===== config.mk =====
export PLATFORM = sky130hd
export DESIGN_NAME = when_case_decoder
export DESIGN_NICKNAME = d
export VERILOG_FILES = /design/src/rtl/when_case_pkg.sv /design/src/rtl/when_case_code_check.sv /design/src/rtl/when_case_decoder.sv
export SDC_FILE = /design/constraint.sdc
export NUM_CORES = 1
export LEC_CHECK = 0
export ABC_CLOCK_PERIOD_IN_PS = 2040
export CORE_UTILIZATION = 48
export DETAILED_ROUTE_END_ITERATION = 6
export HOLD_SLACK_MARGIN = 0.15
export PLACE_DENSITY = 0.83
export RECOVER_POWER = 100
export SLEW_MARGIN = 20
export SYNTH_ARGS = -nofsm -noshare
export SYNTH_HDL_FRONTEND = slang
export SYNTH_SLANG_ARGS = --single-unit

===== constraint.sdc =====
create_clock -name clk -period 2.04 [get_ports clk]
set_input_delay 0.306 -clock clk [delete_from_list [all_inputs] [get_ports clk]]
set_output_delay 0.306 -clock clk [all_outputs]
set_load 0.01 [all_outputs]

===== src/rtl/when_case_pkg.sv =====
// when_case_pkg: definitions shared by the select encoder and decoder.
//   - lane code constants (lane 1 combinational, lane 2 registered)
//   - decoder state encoding
//   - per-lane decode result struct
package when_case_pkg;

    localparam int CODE_W = 3;

    localparam logic [CODE_W-1:0] CODE1_HI = 3'h5;
    localparam logic [CODE_W-1:0] CODE1_LO = 3'h2;
    localparam logic [CODE_W-1:0] CODE2_HI = 3'h3;
    localparam logic [CODE_W-1:0] CODE2_LO = 3'h4;

    typedef enum logic [1:0] {
        SYNC   = 2'd0,
        LOCKED = 2'd1,
        FAULT  = 2'd2
    } state_t;

    // Decode of one lane: legal code seen, and the select it carries.
    typedef struct packed {
        logic legal;
        logic sel;
    } chk_t;

endpackage


===== src/rtl/when_case_code_check.sv =====
// when_case_code_check: combinational single-lane code decoder.
// Ports:
//   code - received lane code
//   hi   - code meaning select high on this lane
//   lo   - code meaning select low on this lane
//   chk  - {legal, sel}; sel is only meaningful when legal
module when_case_code_check
    import when_case_pkg::*;
(
    input  logic [CODE_W-1:0] code,
    input  logic [CODE_W-1:0] hi,
    input  logic [CODE_W-1:0] lo,
    output chk_t              chk
);

    assign chk.legal = (code == hi) || (code == lo);
    assign chk.sel   = (code == hi);

endmodule


===== src/rtl/when_case_decoder.sv =====
// when_case_decoder: receive side of the two-lane select-code link.
// Lane 2 lags lane 1 by a cycle, so the lane-1 decode is held for one
// stage and paired with the lane-2 code that arrives the next cycle.
// Ports:
//   clk, rst        - clock, synchronous active-high reset
//   in_valid, code1 - lane-1 code for cycle t
//   code2           - lane-2 code; value at t+1 belongs to cycle t
//   clear           - clears fault state, err_cnt and consecutive count
//   out_valid       - strobe, sel1/sel2 hold a decoded pair
//   sel1, sel2      - recovered selects (held on illegal pairs)
//   err             - strobe, illegal pair detected
//   fault           - high while in FAULT
//   err_cnt         - saturating illegal-pair count
module when_case_decoder
    import when_case_pkg::*;
#(
    parameter int ERR_CNT_W = 8,
    parameter int ERR_LIMIT = 4
) (
    input  logic                 clk,
    input  logic                 rst,
    input  logic                 in_valid,
    input  logic [CODE_W-1:0]    code1,
    input  logic [CODE_W-1:0]    code2,
    input  logic                 clear,
    output logic                 out_valid,
    output logic                 sel1,
    output logic                 sel2,
    output logic                 err,
    output logic                 fault,
    output logic [ERR_CNT_W-1:0] err_cnt
);

    chk_t       d1, d2;
    chk_t       s1;
    logic       s1_valid;
    state_t     state;
    logic [3:0] consec;
    logic [3:0] consec_inc;
    logic       pair_ok;

    when_case_code_check u_chk1 (
        .code (code1),
        .hi   (CODE1_HI),
        .lo   (CODE1_LO),
        .chk  (d1)
    );

    when_case_code_check u_chk2 (
        .code (code2),
        .hi   (CODE2_HI),
        .lo   (CODE2_LO),
        .chk  (d2)
    );

    // Stage 1: hold the lane-1 decode until its lane-2 partner arrives.
    always_ff @(posedge clk) begin
        if (rst) begin
            s1_valid <= 1'b0;
            s1       <= '0;
        end else begin
            s1_valid <= in_valid;
            if (in_valid) s1 <= d1;
        end
    end

    assign pair_ok    = s1.legal && d2.legal;
    assign consec_inc = consec + 4'd1;
    assign fault      = (state == FAULT);

    // Stage 2: pair decode, lock/fault FSM and registered outputs.
    always_ff @(posedge clk) begin
        if (rst) begin
            state     <= SYNC;
            consec    <= 4'd0;
            err_cnt   <= '0;
            out_valid <= 1'b0;
            err       <= 1'b0;
            sel1      <= 1'b0;
            sel2      <= 1'b0;
        end else begin
            out_valid <= 1'b0;
            err       <= 1'b0;
            if (s1_valid) begin
                if (pair_ok) begin
                    // FAULT swallows legal pairs until cleared.
                    if (state != FAULT) begin
                        out_valid <= 1'b1;
                        sel1      <= s1.sel;
                        sel2      <= d2.sel;
                        consec    <= 4'd0;
                        state     <= LOCKED;
                    end
                end else begin
                    err <= 1'b1;
                    if (err_cnt != '1) err_cnt <= err_cnt + ERR_CNT_W'(1);
                    // Only a locked link can be pushed into FAULT.
                    if (state == LOCKED) begin
                        consec <= consec_inc;
                        if (consec_inc == 4'(ERR_LIMIT)) state <= FAULT;
                    end
                end
            end
            // clear overrides any state/counter update from this cycle's
            // pair, but the err strobe above still goes out.
            if (clear) begin
                state   <= SYNC;
                consec  <= 4'd0;
                err_cnt <= '0;
            end
        end
    end

endmodule


==> impl_metrics.csv, run 1 <==
group,metric,value,unit
status,status,"finished, final reports clean",
synthesis,ys_ff_latch,21,
critical_path,r2r_end,"err_cnt[2]",
finish,diodes,0,
sta,worst_pin_slew,0.4243,ns
critical_path,start_kind,"register",
critical_path,crit_slowest_cell,"dlygate4sd3_1",
finish,final_util,66.94,%
clocking,insertion_delay,0.31,ns
global_routing,grt_pass1_vias,976,
min_path,hold_path_class,"reg2reg",
sta,finalCriticalPeriod,1.932,ns
finish,drive_gt1_share,6.803,%
synthesis,syn-instance-count,117,
route,drcViolationCount,0,
critical_path,cp_num_buf_inv,2,
sta,skew,0.002703,ns
placed_design,dp_hpwl,1691,µm
critical_path,slowest_delay,0.61,ns
power_and_ir_drop,p_per_area,508.2,nW/µm²
synthesis,synthFlopType,"dfxtp_1",
synthesis,synth_top_family_by_area,"simple AND/OR/NAND/NOR gates",
global_routing,grt_pass1_wl,3988,µm
power_and_ir_drop,irDropWorstVdd,0.0003834,V
placed_design,dp_slack,-0.2521,ns
placed_design,port_buffers,22,
sta,layout_setup_ws,0.1078,ns
finish,layout_commonest_cell,"dfxtp_1",
synthesis,ys_seq_area_share,40.63,%
critical_path,crit_family,"buffers and inverters",
synthesis,synthArstFlopShare,0,%
global_routing,gr-usage-all-layers,21.74,%
sta,period_share,94.72,%
critical_path,crit_arrival,1.63,ns
finish,seqCellArea,420.4,µm²
clocking,cts-buffers-inserted,3,
finish,layout_common_cells,"21 x dfxtp_1, 14 x dlygate4sd3_1, 10 x nor2_1, 9 x a21oi_1, 8 x clkdlybuf4s50_1",
floorplan,row_count,16,
floorplan,die_w,48.43,µm
critical_path,crit_chain,"inv_1 > nor2_1 > dlygate4sd3_1",
route,routed_wl,2253,µm
sta,max_freq,517.5,MHz
placed_design,dpl.cell_count,170,
clocking,path_clk_slew,0.11,ns
finish,n_fill_cell,171,
min_path,holdPathStages,2,
critical_path,required,1.73,ns
global_routing,grt.overflow.total,0,
clocking,cts_hold_buf,0,
clocking,root_buffer,"clkbuf_4",
sta,relSlewSlack,71.61,%
global_routing,antenna_found_initial,0,
finish,fin_area,1340,µm²
synthesis,yosys-mux-area-fraction,3.023,%
critical_path,r2r_slack,0.31,ns
finish,multi_input_area,590.6,µm²
floorplan,ios,23,
critical_path,rr_worst_depth,5,
finish,syn_to_final_growth,29.50,%
placed_design,globalplace.congestion,0.7883,
synthesis,synth_edf_count,0,
critical_path,cp-end-kind,"primary output",
route,first_iter_violations,18,
synthesis,synth_nets,130,
finish,nets,161,
synthesis,synth_area_per_cell,8.844,µm²
synthesis,synth_compound_area_share,19.23,%
job,cap_violations,0,
route,ant_nets,0,
synthesis,yosysUniqueCellTypes,39,
finish,stdcell_count,174,
placed_design,placed_area,1330,µm²
floorplan,core_area,2002,µm²
floorplan,start_util,51.69,%
route,first_pass_iters,4,
floorplan,dieArea,2345,µm²
sta,setup_viol,0,
power_and_ir_drop,leakage,0.0005166,µW
synthesis,yosys.area_share.adder,3.628,%
synthesis,synthSimpleGateAreaFrac,30.11,%
route,num_vias,1012,
sta,rsz0062_at_grt,"false",
critical_path,cp_max_fo,7,
min_path,min_from,"sel2",
synthesis,synth_area,1035,µm²
clocking,clock_path_buffers,2,
sta,hold_viol,0,
critical_path,crit_type,"reg2out",
clocking,cts_tree,"yes",
clocking,h-tree-depth,1,
floorplan,die_h,48.43,µm
synthesis,yosysWarnings,0,
sta,drv_slew,0,
synthesis,synth-xor-area-share,0.8464,%
route,viasPerCell,5.816,
global_routing,grt_max_degree,13,
min_path,min_to,"sel2",
clocking,post_cts_buffers,0,
route,wire_per_inst,12.95,µm
clocking,cts.sinks,21,
critical_path,reg2reg_from,"s1[1]",
routing by layer:
metal / vias to the layer above / global-route usage [%] / wire (µm)
met4: 0 / 11.27 / 45
met3: 5 / 3.145 / 66
met2: 28 / 38.50 / 1136
li1: 505 / - / -
met1: 474 / 25.35 / 1004
met5: - / 0 / 0
Yosys cell counts (2+ instances only):
cell type   n  area [µm²]
a211oi_1    2       15.01
a21oi_1     9       45.04
and3_1      2       12.51
buf_2       3       15.01
dfxtp_1    21       420.4
ha_1        3       37.54
inv_1       2       7.510
mux2i_1     2       20.02
nand2_1     7       26.28
nand3_1     5       25.02
nand3b_1    2       15.01
nand4_1     4       25.02
nor2_1     10       37.54
nor2b_1     2       12.51
nor3b_1     2       15.01
o2111ai_1   2       17.52
o211ai_1    2       15.01
o21ai_0     7       35.03
o31ai_1     4       30.03
or3_1       6       37.54
or4_1       2       15.01
repair_timing:
item,4_1_cts,5_1_grt
setup endpoints to repair,0,1
gates resized for setup,0,1
endpoints found under the hold margin,0,0
worst reg2reg max path, cell delays in order (launching register included):
cell	delay (ns)
dfxtp_1	0.35
and4b_1	0.22
or3b_4	0.41
buf_4	0.19
or3_1	0.36
a21oi_1	0.15
sequential cells by signal, summed over array words and instances (netlist names):
signal / cells
s1: 2
sel1: 1
sel2: 1
state: 2
out_valid: 1
err_cnt: 8
s1_valid: 1
consec: 4
err: 1
cell families after synthesis:
| group | after synthesis |
|---|---|
| adder cells (fa/ha/maj) | 3 |
| AO/OA/AOI/OAI | 31 |
| buffers and inverters | 6 |
| multiplexers | 3 |
| XOR/XNOR | 1 |
| AND/OR/NAND/NOR | 52 |
| flip-flops | 21 |
worst max-delay path by stage:
| stage | start | depth (start not counted) | endpoint | slack (ns) |
|---|---|---|---|---|
| global route | code2[1] | 6 | err_cnt[2] | 0.05 |
| floorplan | code2[1] | 5 | err_cnt[3] | 0.33 |
| CTS | code2[1] | 6 | err_cnt[4] | 0.08 |
| global placement | code2[1] | 5 | err_cnt[5] | -0.17 |
| detailed placement | code2[1] | 6 | err_cnt[4] | -0.25 |
| finish | state[1] | 3 | fault | 0.11 |
final cells by class:
type	instances	area share, %
Timing Repair Buffer	30	19.51
Sequential cell	21	31.37
Inverter	2	0.5602
Tap cell	27	2.521
Multi-Input combinational cell	90	44.07
Clock buffer	4	1.961
where the power goes:
part	leakage, µW	switching, µW	total [µW]	internal [µW]
clock	0.0000150	128	204	76.5
combinational	0.000332	25.8	57.3	31.5
sequential	0.000170	4.73	419	415
total	0.000517	158	681	523
through the flow:
| step | hold WS, ns | setup TNS (ns) | power (µW) |
|---|---|---|---|
| 2_1_floorplan | 0.4016 | 0 | 453.1 |
| 3_3_place_gp | 0.4478 | -1.005 | 485.4 |
| 3_5_place_dp | 0.4527 | -1.506 | 487.6 |
| 4_1_cts | 0.4769 | 0 | 689.5 |
| 5_1_grt | 0.5067 | 0 | 708.9 |
| 6_report | 0.4679 | 0 | 681.1 |
Power figures use the tool's default switching activity.
==> inputs of run 2 (changes only) <==
--- a/config.mk
+++ b/config.mk
@@ -6,7 +6,10 @@
 export NUM_CORES = 1
 export LEC_CHECK = 0
 export ABC_CLOCK_PERIOD_IN_PS = 2040
-export CORE_UTILIZATION = 48
+export CAP_MARGIN = 20
+export CELL_PAD_IN_SITES_DETAIL_PLACEMENT = 1
+export CELL_PAD_IN_SITES_GLOBAL_PLACEMENT = 1
+export CORE_UTILIZATION = 36
 export DETAILED_ROUTE_END_ITERATION = 6
 export HOLD_SLACK_MARGIN = 0.15
 export PLACE_DENSITY = 0.83
==> run 2 against run 1 <==
Net effect: die area grew 32%; combinational power up 3.5%; clock-buffer cell count down 1; fmax increased by 1.1%; sequential share of layout area is 0.23 points lower; non-clock buffer count increased by 1; first-iteration DRC count is 33% lower; sequential cell count unchanged; clock skew is 0.0018 ns lower; total power grew 1.7%; register-to-register slack about the same; largest cell class unchanged; highest routed layer unchanged.
==> impl_metrics.csv, run 2 (synthesis gave the netlist of run 1 again) <==
group,metric,value,unit
status,status,"finished, final reports clean",
critical_path,start_kind,"register",
min_path,hold_path_class,"reg2reg",
finish,syn_to_final_growth,30.47,%
critical_path,crit_type,"reg2out",
critical_path,required,1.73,ns
critical_path,crit_chain,"inv_1 > nor2_1 > dlygate4sd3_1",
sta,worst_pin_slew,0.4593,ns
power_and_ir_drop,irDropWorstVdd,0.0003144,V
finish,multi_input_area,590.6,µm²
global_routing,grt_max_degree,13,
floorplan,core_area,2734,µm²
route,drcViolationCount,0,
critical_path,cp_num_buf_inv,2,
critical_path,cp-end-kind,"primary output",
floorplan,ios,23,
clocking,insertion_delay,0.31,ns
sta,setup_viol,0,
route,viasPerCell,5.804,
floorplan,start_util,37.85,%
sta,layout_setup_ws,0.1296,ns
sta,period_share,93.65,%
global_routing,grt.overflow.total,0,
route,first_iter_violations,12,
placed_design,dp_hpwl,2064,µm
floorplan,row_count,19,
floorplan,die_h,55.61,µm
sta,max_freq,523.5,MHz
clocking,path_clk_slew,0.13,ns
route,first_pass_iters,2,
global_routing,antenna_found_initial,0,
finish,top_register,"err_cnt",
finish,n_fill_cell,333,
placed_design,port_buffers,22,
route,ant_nets,0,
clocking,root_buffer,"clkbuf_4",
critical_path,crit_slowest_cell,"dlygate4sd3_1",
finish,largest_reg_flops,8,
floorplan,dieArea,3092,µm²
sta,relSlewSlack,69.26,%
sta,hold_viol,0,
clocking,h-tree-depth,1,
finish,seqCellArea,420.4,µm²
clocking,cts-buffers-inserted,3,
finish,stdcell_count,179,
sta,rsz0062_at_grt,"false",
critical_path,crit_family,"buffers and inverters",
floorplan,die_w,55.61,µm
power_and_ir_drop,p_per_area,513.0,nW/µm²
route,num_vias,1039,
global_routing,grt_pass1_vias,1042,
placed_design,dp_slack,-0.2563,ns
finish,drive_gt1_share,7.432,%
finish,top_regs,"err_cnt (8), consec (4)",
global_routing,grt_pass1_wl,4485,µm
finish,layout_common_cells,"21 x dfxtp_1, 14 x dlygate4sd3_1, 10 x nor2_1, 9 x a21oi_1, 8 x clkdlybuf4s50_1",
critical_path,cp_max_fo,7,
clocking,cts_tree,"yes",
route,routed_wl,2649,µm
power_and_ir_drop,p_total,692.5,µW
finish,nets,162,
sta,finalCriticalPeriod,1.910,ns
global_routing,gr-usage-all-layers,18.54,%
placed_design,globalplace.congestion,0.7427,
clocking,clock_path_buffers,2,
power_and_ir_drop,leakage,0.0005205,µW
sta,skew,0.0009006,ns
clocking,cts.sinks,21,
critical_path,slowest_delay,0.61,ns
sta,hold_ws,0.4885,ns
placed_design,dpl.cell_count,175,
route,wire_per_inst,14.80,µm
finish,layout_commonest_cell,"dfxtp_1",
sta,drv_slew,0,
finish,diodes,0,
critical_path,crit_arrival,1.60,ns
job,cap_violations,0,
## run 2: cell count changes in the layout (fill, tap and decap cells not counted)
cell      previous run  this run
clkinv_2             0         1
## run 2: path summary, 6_finish.rpt
| path | startpoint | depth (start not counted) | end | slack, ns |
|---|---|---|---|---|
| max reg2reg | s1[1] | 5 | err_cnt[6] | 0.32 |
| max | state[1] | 3 | fault | 0.13 |
| min | sel2 | 2 | sel2 | 0.49 |
| min reg2reg | sel2 | 2 | sel2 | 0.49 |
## run 2: final cells by class
cell class	count	share of cell area (%)
inverters	2	0.5561
flip-flops and latches	21	31.14
repair buffers	31	19.65
multi-input cells	90	43.74
clock buffers	3	1.668
clock inverters	1	0.3707
well taps	31	2.873
## run 2: worst min-delay path, stage by stage (launching register included)
cell	delay, ns
dfxtp_1	0.34
nand2_1	0.06
a21oi_1	0.06
## run 2: power by group
| part | leakage, µW | switching (µW) | internal, µW |
|---|---|---|---|
| clock | 0.0000177 | 140 | 73.3 |
| sequential | 0.000170 | 4.78 | 415 |
| combinational | 0.000333 | 27.3 | 32.0 |
## run 2: per-layer routing
| layer | share of wire, % | GRT usage (%) | up-vias |
|---|---|---|---|
| met5 | 0 | 0 | - |
| met2 | 52 | 34.42 | 18 |
| li1 | - | - | 515 |
| met3 | 2.3 | 2.093 | 2 |
| met1 | 45 | 21.15 | 504 |
| met4 | 0.57 | 8.214 | 0 |
## run 2: what timing repair did
action,CTS,global route
buffers inserted,0,0
resized for setup,0,1
setup endpoints to repair,0,1
hold buffers,0,0
## run 2: per-stage QoR
| stage | utilization [%] | instance area (µm²) | TNS [ns] |
|---|---|---|---|
| finish | 49.38 | 1350 | 0 |
| global route | 49.38 | 1350 | 0 |
| CTS | 50.11 | 1370 | 0 |
| detailed placement | 49.11 | 1343 | -1.355 |
| global placement | 49.11 | 1343 | -1.006 |
| floorplan | - | 1035 | 0 |
